$ cat src/rtl/la_capture_ctrl.sv
// Capture sequencer for the logic analyser: gates the RLE stage, turns its write strobe into
// SRAM write address/strobe, and walks arm -> pre-trigger -> trigger wait -> post-trigger -> done.
module la_capture_ctrl #(
    parameter int ADDR_W = 19
) (
    input  logic              CLK,
    input  logic              RESET,
    input  logic              START,
    input  logic              STOP,
    input  logic              RLE_MODE,
    input  logic [ADDR_W-1:0] PRETRIG_CNT,
    input  logic [ADDR_W-1:0] POSTTRIG_CNT,
    input  logic [7:0]        TRIG_MASK,
    input  logic [7:0]        TRIG_VALUE,
    input  logic              TRIG_FORCE,
    input  logic [7:0]        LA_IN_DATA,
    input  logic              LA_SRAM_ADDR_CNT_EN,
    output logic              CLK_EN,
    output logic              RLE_EN,
    output logic [ADDR_W-1:0] SRAM_ADDR,
    output logic              SRAM_WE,
    output logic [ADDR_W-1:0] TRIG_ADDR,
    output logic              WRAPPED,
    output logic              BUSY,
    output logic              DONE
);

    typedef enum logic [2:0] {
        S_IDLE,
        S_PRE,
        S_WAIT_TRIG,
        S_POST,
        S_DONE
    } state_t;

    state_t            state, state_nxt;
    logic [ADDR_W-1:0] wr_ptr, wr_ptr_nxt, wr_ptr_inc;
    logic [ADDR_W-1:0] cnt, cnt_nxt, cnt_inc;
    logic [ADDR_W-1:0] pre_len, pre_len_nxt;
    logic [ADDR_W-1:0] post_len, post_len_nxt;
    logic [ADDR_W-1:0] sram_addr_nxt, trig_addr_nxt;
    logic              rle_mode, rle_mode_nxt;
    logic              sram_we_nxt, wrapped_nxt, run_nxt;
    logic              active, accept, hit;

    // Every output is computed from the next state so that it lines up with the state register.
    always_comb begin
        state_nxt     = state;
        wr_ptr_nxt    = wr_ptr;
        cnt_nxt       = cnt;
        pre_len_nxt   = pre_len;
        post_len_nxt  = post_len;
        rle_mode_nxt  = rle_mode;
        sram_addr_nxt = SRAM_ADDR;
        trig_addr_nxt = TRIG_ADDR;
        wrapped_nxt   = WRAPPED;
        sram_we_nxt   = 1'b0;

        wr_ptr_inc = wr_ptr + ADDR_W'(1);
        cnt_inc    = cnt + ADDR_W'(1);
        active     = (state == S_PRE) || (state == S_WAIT_TRIG) || (state == S_POST);
        accept     = LA_SRAM_ADDR_CNT_EN && active;
        hit        = TRIG_FORCE || (((LA_IN_DATA ^ TRIG_VALUE) & TRIG_MASK) == 8'h00);

        if (STOP) begin
            state_nxt = S_IDLE;
        end else begin
            if (accept) begin
                sram_we_nxt   = 1'b1;
                sram_addr_nxt = wr_ptr;
                wr_ptr_nxt    = wr_ptr_inc;
            end
            case (state)
                S_IDLE, S_DONE: begin
                    if (START) begin
                        rle_mode_nxt = RLE_MODE;
                        pre_len_nxt  = PRETRIG_CNT;
                        post_len_nxt = POSTTRIG_CNT;
                        wr_ptr_nxt   = '0;
                        cnt_nxt      = '0;
                        wrapped_nxt  = 1'b0;
                        state_nxt    = (PRETRIG_CNT == '0) ? S_WAIT_TRIG : S_PRE;
                    end
                end
                S_PRE: begin
                    if (accept) begin
                        cnt_nxt = cnt_inc;
                        if (cnt_inc == pre_len) begin
                            cnt_nxt   = '0;
                            state_nxt = S_WAIT_TRIG;
                        end
                    end
                end
                S_WAIT_TRIG: begin
                    if (accept && (wr_ptr == '1)) begin
                        wrapped_nxt = 1'b1;
                    end
                    // wr_ptr_nxt already reflects a same-cycle write, so this is the first post-trigger slot
                    if (hit) begin
                        trig_addr_nxt = wr_ptr_nxt;
                        cnt_nxt       = '0;
                        state_nxt     = (post_len == '0) ? S_DONE : S_POST;
                    end
                end
                S_POST: begin
                    if (accept) begin
                        cnt_nxt = cnt_inc;
                        if (cnt_inc == post_len) begin
                            state_nxt = S_DONE;
                        end
                    end
                end
                default: state_nxt = S_IDLE;
            endcase
        end

        run_nxt = (state_nxt == S_PRE) || (state_nxt == S_WAIT_TRIG) || (state_nxt == S_POST);
    end

    always_ff @(posedge CLK or posedge RESET) begin
        if (RESET) begin
            state     <= S_IDLE;
            wr_ptr    <= '0;
            cnt       <= '0;
            pre_len   <= '0;
            post_len  <= '0;
            rle_mode  <= 1'b0;
            CLK_EN    <= 1'b0;
            RLE_EN    <= 1'b0;
            SRAM_ADDR <= '0;
            SRAM_WE   <= 1'b0;
            TRIG_ADDR <= '0;
            WRAPPED   <= 1'b0;
            BUSY      <= 1'b0;
            DONE      <= 1'b0;
        end else begin
            state     <= state_nxt;
            wr_ptr    <= wr_ptr_nxt;
            cnt       <= cnt_nxt;
            pre_len   <= pre_len_nxt;
            post_len  <= post_len_nxt;
            rle_mode  <= rle_mode_nxt;
            CLK_EN    <= run_nxt;
            RLE_EN    <= run_nxt && rle_mode_nxt;
            SRAM_ADDR <= sram_addr_nxt;
            SRAM_WE   <= sram_we_nxt;
            TRIG_ADDR <= trig_addr_nxt;
            WRAPPED   <= wrapped_nxt;
            BUSY      <= run_nxt;
            DONE      <= (state_nxt == S_DONE);
        end
    end

endmodule

$ cat config.mk
export PLATFORM = sky130hd
export DESIGN_NAME = la_capture_ctrl
export DESIGN_NICKNAME = d
export VERILOG_FILES = /design/src/rtl/la_capture_ctrl.sv
export SDC_FILE = /design/constraint.sdc
export NUM_CORES = 1
export LEC_CHECK = 0
export ABC_AREA = 1
export CAP_MARGIN = 20
export CELL_PAD_IN_SITES_DETAIL_PLACEMENT = 1
export CELL_PAD_IN_SITES_GLOBAL_PLACEMENT = 1
export CORE_ASPECT_RATIO = 0.6
export CORE_MARGIN = 8
export CORE_UTILIZATION = 39
export CTS_CLUSTER_DIAMETER = 80
export DETAILED_ROUTE_END_ITERATION = 7
export MAX_ROUTING_LAYER = met4
export PLACE_DENSITY = 0.82
export SLEW_MARGIN = 20
export SYNTH_ARGS = -nofsm -noshare
export SYNTH_HDL_FRONTEND = slang
export SYNTH_SLANG_ARGS = --single-unit
export TNS_END_PERCENT = 20
$ cat constraint.sdc
create_clock -name CLK -period 4.35 [get_ports CLK]
set_input_delay 0.435 -clock CLK [delete_from_list [all_inputs] [get_ports CLK]]
set_output_delay 0.435 -clock CLK [all_outputs]
set_load 0.05 [all_outputs]
# ---- Word-level counts from Yosys, hierarchy flattened
# Index checks and enable logic that the tools add are counted.
dict set report totals {
  input_bits 69
  wordCells 81
  out_inout_bits 44
  memories 0
  romBits 0
  latchBits 0
  mem_bits_rw 0
  regBits 123
}
dict set report classes {
  n_eq_ne 16
  magnitude_cmp 0
  shift 0
  n_mux 27
  bitwise 3
  mul 0
  add_sub_neg 2
  div_mod_pow 0
  n_reduce_logical 20
}
# cell n
set op_table {}
lappend op_table {{two-way mux 19 bit} 8}
lappend op_table {{case mux 19 bit (4 select lines)} 1}
lappend op_table {{adder 19 x 1 -> 19 bit (second input constant)} 2}
lappend op_table {{== test 19 bit} 2}
lappend op_table {{logical NOT 19 bit} 2}
lappend op_table {{two-way mux 3 bit} 8}
lappend op_table {{== test 19 bit (second input constant)} 1}
lappend op_table {{== test 3 x 2 -> 1 bit (second input constant)} 4}
lappend op_table {{case mux 3 bit (4 select lines)} 1}
lappend op_table {{AND 8 bit} 1}
lappend op_table {{logical NOT 8 bit} 1}
lappend op_table {{!= test 2 bit (second input constant)} 4}
lappend op_table {{XOR 8 bit} 1}
lappend op_table {{two-way mux 1 bit} 7}
lappend op_table {{== test 3 x 1 -> 1 bit (second input constant)} 2}
lappend op_table {{== test 3 bit (second input constant)} 2}
lappend op_table {{AND reduction 3 bit} 2}
lappend op_table {{AND reduction 6 bit} 1}
lappend op_table {{logical OR 1 bit} 5}
lappend op_table {{AND reduction 4 bit} 1}
lappend op_table {{nonzero test 4 bit} 1}
lappend op_table {{logical AND 1 bit} 3}
lappend op_table {{logical NOT 3 bit} 1}
lappend op_table {{two-way mux 2 bit} 1}
lappend op_table {{6 further kinds} 6}

# ---- Logic depth before layout (Yosys ltp)
# Gate-level depths: netlist of run 1.
dict set report logic_depth {
  word_depth 11
  mapped_depth 18
  depth_no_buf 17
}

# ---- Worst setup path before layout of run 1
# No wires, ideal clock.
dict set report synth_path {
  path_type {register to register}
  from {register cnt[0]}
  to {register cnt[8]}
  t_required_ns 4.220
  arrival_ns 2.086
  path_stages_with_launch 18
  setup_ns 0.130
  path_buffers 1
  synth_period_minus_slack_ns 2.216
  slack_ns 2.134
  path_cell_list {dfrtp_1 ha_1 nand2_1 nor2_4 nand3_1 nand2_1 nand2_1 nand2_1 nand2_1 a21oi_1 nand2_1 nor2_1 nand2_1 nor2_2 nor3_4 buf_6 nand2_1 o21ai_1}
}
dict set report synth_via {
  elab_chain_cells 5
  word_cells_on_any_way 6
  cone_classes {1 x add/sub; 1 x eq/ne; 4 x mux}
}
# element line_no
set synth_lines {}
lappend synth_lines {{start: declaration} 38} ;# logic [ADDR_W-1:0] cnt, cnt_nxt, cnt_inc;
lappend synth_lines {{start signal: assignment} 139} ;# cnt <= cnt_nxt;
lappend synth_lines {{adder 19 x 1 -> 19 bit *} 60} ;# cnt_inc = cnt + ADDR_W'(1);
lappend synth_lines {{== test 19 bit} 88} ;# if (cnt_inc == pre_len) begin
lappend synth_lines {{two-way mux 19 bit} 88}
lappend synth_lines {{two-way mux 19 bit} 86} ;# if (accept) begin
lappend synth_lines {{case mux 19 bit (4 select lines) *} 73} ;# case (state)
# Mark *: on every way between the ends. The rest lies on a longest branch, timed or not. The select of a mux whose other input is x is not followed.
# A chain may end at the register's enable or synchronous reset.

# ---- Worst setup path after layout of run 1
dict set report layout_path {
  from {register cnt[0]}
  to {register cnt[3]}
}
# Same word-level chain as after synthesis.

==> reports/qor.txt, run 1 <==
Adder-Cell Fraction of Synth Area = 0.00385
IO buf count = 112
post-synthesis xor/xnor area fraction = 0.0354
RSZ-0062 raised after global routing = no
IO Pins = 113
fmax = 301 MHz
commonest non-fill, non-tap cells in the layout = nand2_1, dfrtp_1, clkdlybuf4s50_1
Slew Limit Headroom = 0.326
Synth Area in Compound Gates = 0.109
nets@finish = 1049
Max IR drop VDD = 0.290 mV
synthesized area = 6500 um2
post-synthesis simple-gate area fraction = 0.298
Post-CTS Repair Setup Buffers = 0
Crit. End Element = register
startpoint class of the critical path = register
CTS Hold Buffers Added = 0
CTS tree = built
vias = 6290
wire per inst = 17.6 um
Top Usage Layer GRT = met1
Detail Route Antenna Nets = 0
Final Util = 0.521
Power Density = 393 nW/um2
Final min period = 3.32 ns
chip height = 116 um
Tcrit/Tclk final = 0.763
Max clock buf depth = 2
leading cell type in the layout, fill and taps excluded = nand2_1
r2r worst-path depth = 15
clock slew at reported path FFs = 0.06 ns
die area = 21200 um2
Starting DRT DRC Count = 460
initial antenna violation count = 0
Clock Tree Root = clkbuf_16
fraction of synthesized area in multiplexers = 0
reg2reg start = cnt[0]
Clock Skews = 0.0165 ns
largest net degree at the start of global routing = 72
global-route wire length before repair = 35300 um
Critical Path Source = cnt[0]
Hold Path Depth = 2
switching part of the total = 0.291
YS warnings = 0
core area = 16300 um2
WP data arrival = 3.63 ns
# rows = 36
Post-synth EDFFs = 0
DRC violations left = 0
Pins Over Slew Limit = 0
met2 usage = 0.307
asr flop ratio synth = 1.00
Syn Nets = 936
R2R Setup Slk = 1.03 ns
Clock Latency Late Sink = 0.42 ns
Clock Power Share = 0.446
number of global-route vias before repair = 6594
Comb pwr share = 0.160
Pre-antenna DRT Iters = 5
required time of the worst setup path = 4.67 ns
Synth Instances = 865
NetSw = 969 uW
# resized after CTS = 0
HP Class = reg -> reg
status = complete, no violations
main combinational cell family by area after synthesis = simple AND/OR/NAND/NOR gates
met1 Track Usage GR = 0.307
area grow syn2layout = 30.3%
top_reg_cell synth = dfrtp_1
max cap viols = 0
sinks on the clock net = 123
setup violators final = 0
gpl congestion = 0.864
LEAKAGE = 0.00384 uW
Netlist cell types = 33
Crit Path Class = reg -> reg
sequential share of the synthesized area = 0.473
HPWL after DPL = 16100 um
final hold viol count = 0
Vias/cell = 5.16
flops & latches, synth = 123
fraction of layout instances using a drive strength above 1 = 0.0636
Total Routing Usage GR = 0.217
grt ovf = 0
fillcell total = 2015
Total Routed Length = 21500 um
final setup TNS = 0 ns
worst-path fanout max = 19
Worst-Margin Slew = 1.01 ns
syn avg cell area = 7.52 um2
Initial Utilization = 0.400
met3 usage in global routing = 0.0501
CTS Buf Count = 17
Hold Startpoint = SRAM_ADDR[11]
ant diodes = 0
Seq pwr share = 0.394
H-Tree Depth = 4
Power Internal = 2360 uW
Die Wd = 183 um
## cell type report
class	instances	area, um2	area share
multi-input cells	606	2910	0.343
inverters	115	434	0.0512
well taps	228	285	0.0337
clock buffers	19	443	0.0523
flip-flops and latches	123	3080	0.363
repair buffers	115	1160	0.136
clock inverters	13	166	0.0196
## kinds of logic (layout without fill, tap and decap cells)
group,after synthesis,after routing
AND/OR/NAND/NOR,449,449
AO/OA/AOI/OAI,132,132
flip-flops,123,123
XOR/XNOR,23,23
adder cells (fa/ha/maj),2,2
buffers and inverters,136,262
## per-stage QoR
| step | hold slack [ns] | std cells | total power (uW) | setup slack [ns] | cell area (um2) |
|---|---|---|---|---|---|
| 3_5_place_dp | 0.476 | 1187 | 1860 | 1.29 | 7860 |
| 5_1_grt | 0.507 | 1219 | 3470 | 0.763 | 8470 |
| 3_3_place_gp | 0.467 | 1187 | 1850 | 1.29 | 7860 |
| 2_1_floorplan | 0.455 | 865 | 1630 | 0.644 | 6500 |
| 6_report | 0.483 | 1219 | 3330 | 1.03 | 8470 |
| 4_1_cts | 0.490 | 1219 | 3360 | 1.08 | 8470 |
## worst paths after layout
path | end
setup / recovery | cnt[3]
hold / removal | SRAM_ADDR[11]
setup reg to reg | cnt[3]
hold reg to reg | SRAM_ADDR[11]
max in group asynchronous | rle_mode
min in group asynchronous | post_len[14]
## worst max-delay path, stage by stage, from the launching register on
cell	delay [ns]
dfrtp_1	0.46
ha_1	0.25
nand3_1	0.14
nor2_2	0.36
nand4_1	0.24
nand2_1	0.17
nand2_1	0.06
nand2_1	0.06
a21oi_1	0.06
nand2_1	0.13
nor2_2	0.07
nand2_1	0.07
nor2_2	0.05
nor3_4	0.77
nand2_1	0.15
o21ai_1	0.18
## routing by layer
| metal | up-vias | part of all wire |
|---|---|---|
| met3 | 19 | 0.061 |
| met1 | 3079 | 0.52 |
| li1 | 3014 | - |
| met2 | 178 | 0.41 |
| met4 | 0 | 0.0093 |
| met5 | - | 0 |
## state kept, by name, summed over array words and instances, names as in the netlist
register   cells
SRAM_ADDR     19
TRIG_ADDR     19
cnt           19
post_len      19
pre_len       19
wr_ptr        19
state          3
BUSY           1
DONE           1
RLE_EN         1
SRAM_WE        1
WRAPPED        1
rle_mode       1
## power groups by stage
stage	clock network [uW]	logic [uW]	registers, uW
final	1480	534	1310
after global routing	1560	593	1320
after CTS	1510	540	1310
after detailed placement	0	536	1330
after global placement	0	523	1330
after floorplan	0	248	1380
## Yosys cell counts (all sizes together), types with 3 or more instances
library cell,instances,area [um2]
dfrtp,123,3080
inv,114,428
clkbuf,19,71.3
nor4,8,50.1
nand3,75,385
nand2,279,1060
o21ai,100,515
a21oi,8,40.0
nor3,10,61.3
nor2,56,250
nand4,13,81.3
nand3b,3,22.5
xor2,20,175
o22ai,21,131
or2,5,31.3
No activity file was read; power rests on OpenSTA's default activity.
==> run 2, diff against run 1 <==
Settings changed: CORE_UTILIZATION 39 to 35, PLACE_DENSITY 0.82 to 0.78.
Clock period 4.35 ns to 3 ns, I/O delays scaled along.
==> reports/qor.txt, run 2 (synthesis gave the netlist of run 1 again) <==
number of global-route vias before repair = 6383
Final min period = 2.83 ns
required time of the worst setup path = 3.26 ns
fraction of layout instances using a drive strength above 1 = 0.0758
Largest delay share family, worst path = simple AND/OR/NAND/NOR gates
r2r endpoint = cnt[17]
vias = 6259
# resized after CTS = 0
clock slew at reported path FFs = 0.07 ns
Clock Power Share = 0.430
Starting DRT DRC Count = 423
sinks on the clock net = 123
Clock Skews = 0.0147 ns
fillcell total = 2211
chip height = 122 um
max cap viols = 0
Total Routing Usage GR = 0.198
Post-Place Cells = 1210
WP data arrival = 3.09 ns
grt ovf = 0
# rows = 38
nets@finish = 1060
CTS Hold Buffers Added = 0
Critical Path Source = cnt[2]
global-route wire length before repair = 35200 um
Pre-antenna DRT Iters = 5
CP bufs+invs = 1
Vias/cell = 5.04
Clock Tree Root = clkbuf_16
slowest CP cell = dfrtp_1
startpoint class of the critical path = register
CTS tree = built
Die Wd = 192 um
Post-CTS Repair Setup Buffers = 0
area grow syn2layout = 32.0%
CTS Buf Count = 17
Seq pwr share = 0.402
Pins Over Slew Limit = 0
Power Density = 551 nW/um2
worst-path fanout max = 19
Total Routed Length = 22000 um
reg2reg start = cnt[2]
leading cell type in the layout, fill and taps excluded = nand2_1
largest net degree at the start of global routing = 72
Comb pwr share = 0.168
Crit. End Element = register
H-Tree Depth = 4
Detail Route Antenna Nets = 0
crit path capture = cnt[17]
die area = 23300 um2
r2r worst-path depth = 16
FF+latch area = 3080 um2
IO buf count = 112
Slew Limit Headroom = 0.433
R2R Setup Slk = 0.17 ns
Clock Latency Late Sink = 0.42 ns
critical path's largest stage delay = 0.44 ns
wire per inst = 17.7 um
final hold viol count = 0
status = complete, no violations
IO Pins = 113
LEAKAGE = 0.00389 uW
setup violators final = 0
Crit path top cell by count = nand2_1
Power Internal = 3280 uW
commonest non-fill, non-tap cells in the layout = nand2_1, dfrtp_1, clkdlybuf4s50_1
Final Util = 0.474
Max IR drop VDD = 0.353 mV
final setup TNS = 0 ns
NetSw = 1450 uW
switching part of the total = 0.307
gpl congestion = 0.881
ant diodes = 0
DRC violations left = 0
Tcrit/Tclk final = 0.944
Worst-Margin Slew = 0.848 ns
Max clock buf depth = 2
Multi-input gate area = 2920 um2
post-route insts no fill = 1242
fmax = 353 MHz
HP Class = in -> async
worst path cell trace = nand2_1, nor2_4, nand2_4, nor2_1, nand2_1, nand2_1, nand2_1, a21oi_1, nand2_1, nor2_2, nand2_1, nor2_2, nor3_4, buf_4, nand2_1, o21ai_0
Crit Path Class = reg -> reg
initial antenna violation count = 0
core area = 18100 um2
HPWL after DPL = 16600 um
Crit. path cell count = 16
Initial Utilization = 0.359
## run 2: cell count changes in the layout (fill, tap and decap cells not counted), moves of 2 or more
cell       previous run  this run
buf_4                 2        10
buf_12                1         4
bufinv_16             3         1
inv_6                 3         6
## run 2: how the worst min path moves through the flow
stage	from	endpoint	slack, ns	cells past startpoint
2_1_floorplan	STOP	DONE	0.36	1
3_3_place_gp	SRAM_ADDR[5]	SRAM_ADDR[5]	0.47	2
3_5_place_dp	SRAM_ADDR[1]	SRAM_ADDR[1]	0.47	2
4_1_cts	RESET	SRAM_ADDR[14]	0.42	2
5_1_grt	POSTTRIG_CNT[11]	post_len[11]	0.46	3
6_report	RESET	SRAM_ADDR[16]	0.41	2
## run 2: layout make-up
cell class / instances / area share
Tap cell: 240 / 0.0350
Clock inverter: 14 / 0.0156
Inverter: 115 / 0.0508
Clock buffer: 18 / 0.0512
Multi-Input combinational cell: 606 / 0.340
Timing Repair Buffer: 126 / 0.149
Sequential cell: 123 / 0.359
## run 2: power groups by stage
stage / sequential [uW] / combinational, uW / clock, uW
2_1_floorplan: 2010 / 360 / 0
3_3_place_gp: 1920 / 782 / 0
3_5_place_dp: 1930 / 797 / 0
4_1_cts: 1900 / 803 / 2080
5_1_grt: 1910 / 881 / 2150
6_report: 1900 / 794 / 2030
## run 2: routing by layer
layer | GRT usage | routed length, um
met4 | 0.0469 | 167
met5 | - | 0
met1 | 0.288 | 11700
met3 | 0.0428 | 1210
met2 | 0.275 | 8960
## run 2: per-stage QoR
stage,setup slack (ns),power (uW),instance area (um2),hold slack (ns)
final,0.168,4730,8580,0.409
after global routing,-0.0125,4940,8580,0.457
after CTS,0.167,4790,8570,0.419
after detailed placement,0.301,2720,8000,0.472
after global placement,0.365,2710,8000,0.469
after floorplan,0.784,2370,6500,0.363
==> run 3, diff against run 2 <==
Settings changed: REMOVE_ABC_BUFFERS from default to 1.
==> reports/qor.txt, run 3 (synthesis gave the netlist of run 1 again) <==
required time of the worst setup path = 3.28 ns
Detail Route Antenna Nets = 0
RSZ-0062 raised after global routing = no
Die Wd = 192 um
wire per inst = 17.8 um
Clock Power Share = 0.433
leading cell type in the layout, fill and taps excluded = nand2_1
R2R Setup Slk = 0.27 ns
# rows = 38
Power Internal = 3340 uW
startpoint class of the critical path = register
Comb pwr share = 0.168
Final min period = 2.73 ns
global-route wire length before repair = 36200 um
Clock Latency Late Sink = 0.41 ns
Slew Limit Headroom = 0.486
max cap viols = 0
worst-path fanout max = 19
Largest delay share family, worst path = simple AND/OR/NAND/NOR gates
Post-DP Area = 8010 um2
final instance area = 8600 um2
area grow syn2layout = 32.3%
Crit Path Class = reg -> reg
grt ovf = 0
worst path cell trace = ha_1, nand2_1, nor2_4, nand3_1, nor2_1, nand2_1, nand2_1, nand2_1, nand2_1, nand2_1, nor2_2, nand2_1, nor2_2, nor3_4, buf_12, nand2_1, o21ai_0
r2r endpoint = cnt[13]
core area = 18100 um2
DRC violations left = 0
reg2reg start = cnt[0]
switching part of the total = 0.299
r2r worst-path depth = 17
critical path's largest stage delay = 0.45 ns
fmax = 366 MHz
HP Class = in -> async
Crit. End Element = register
Max IR drop VDD = 0.345 mV
IO buf count = 112
Seq pwr share = 0.398
WP data arrival = 3.01 ns
largest net degree at the start of global routing = 45
setup violators final = 0
clock slew at reported path FFs = 0.06 ns
Total Routing Usage GR = 0.201
HPWL after DPL = 16700 um
Pre-antenna DRT Iters = 5
slowest CP cell = dfrtp_1
IO Pins = 113
final hold viol count = 0
sinks on the clock net = 123
Max clock buf depth = 2
crit path capture = cnt[13]
Critical Path Source = cnt[0]
vias = 6277
LEAKAGE = 0.00392 uW
Vias/cell = 5.04
die area = 23300 um2
Pins Over Slew Limit = 0
Clock Tree Root = clkbuf_16
Starting DRT DRC Count = 404
number of global-route vias before repair = 6711
Crit path top cell by count = nand2_1
Initial Utilization = 0.359
H-Tree Depth = 4
status = complete, no violations
Clock Skews = 0.0122 ns
Crit. path cell count = 17
Power Density = 554 nW/um2
nets@finish = 1063
CTS Buf Count = 17
Worst-Margin Slew = 0.770 ns
CTS tree = built
ant diodes = 0
commonest non-fill, non-tap cells in the layout = nand2_1, dfrtp_1, clkdlybuf4s50_1
CP bufs+invs = 1
Total Routed Length = 22200 um
fraction of layout instances using a drive strength above 1 = 0.0796
final setup TNS = 0 ns
initial antenna violation count = 0
gpl congestion = 0.880
NetSw = 1430 uW
Tot Pwr = 4770 uW
Tcrit/Tclk final = 0.910
chip height = 122 um
run 3: layout make-up:
class,count,area (um2)
timing repair buffer,129,1290
multi-input combinational,606,2910
fill,2228,9510
tap,240,300
sequential,123,3080
clock inverter,15,164
inverter,115,438
clock buffer,17,425
run 3: per-stage QoR:
| step | hold slack, ns | std cells | setup slack (ns) | util |
|---|---|---|---|---|
| finish | 0.346 | 1245 | 0.270 | 0.475 |
| global route | 0.378 | 1245 | 0.0359 | 0.475 |
| CTS | 0.347 | 1245 | 0.262 | 0.475 |
| detailed placement | 0.472 | 1213 | 0.205 | 0.442 |
| global placement | 0.469 | 1213 | 0.227 | 0.442 |
| floorplan | 0.363 | 844 | -1.02 | - |
run 3: what timing repair did:
action                     CTS  global route
setup endpoints to repair    0            17
resized for setup            0             2
setup buffers                0             0
hold buffers                 0             0
run 3: per-layer routing:
layer,part of all wire,GRT usage
met1,0.53,0.293
met2,0.41,0.277
met4,0.0055,0.0417
met3,0.059,0.0474
met5,0,-
run 3: power groups by stage:
stage | clock network [uW] | registers (uW) | logic, uW
2_1_floorplan | 0 | 2010 | 349
3_3_place_gp | 0 | 1920 | 784
3_5_place_dp | 0 | 1920 | 799
4_1_cts | 2100 | 1900 | 809
5_1_grt | 2170 | 1920 | 889
6_report | 2070 | 1900 | 802
run 3: worst min path at each step:
| stage | from | slack [ns] | to |
|---|---|---|---|
| 2_1_floorplan | STOP | 0.36 | DONE |
| 3_3_place_gp | SRAM_ADDR[16] | 0.47 | SRAM_ADDR[16] |
| 3_5_place_dp | SRAM_ADDR[16] | 0.47 | SRAM_ADDR[16] |
| 4_1_cts | RESET | 0.35 | SRAM_ADDR[16] |
| 5_1_grt | RESET | 0.38 | SRAM_ADDR[15] |
| 6_report | RESET | 0.35 | wr_ptr[16] |
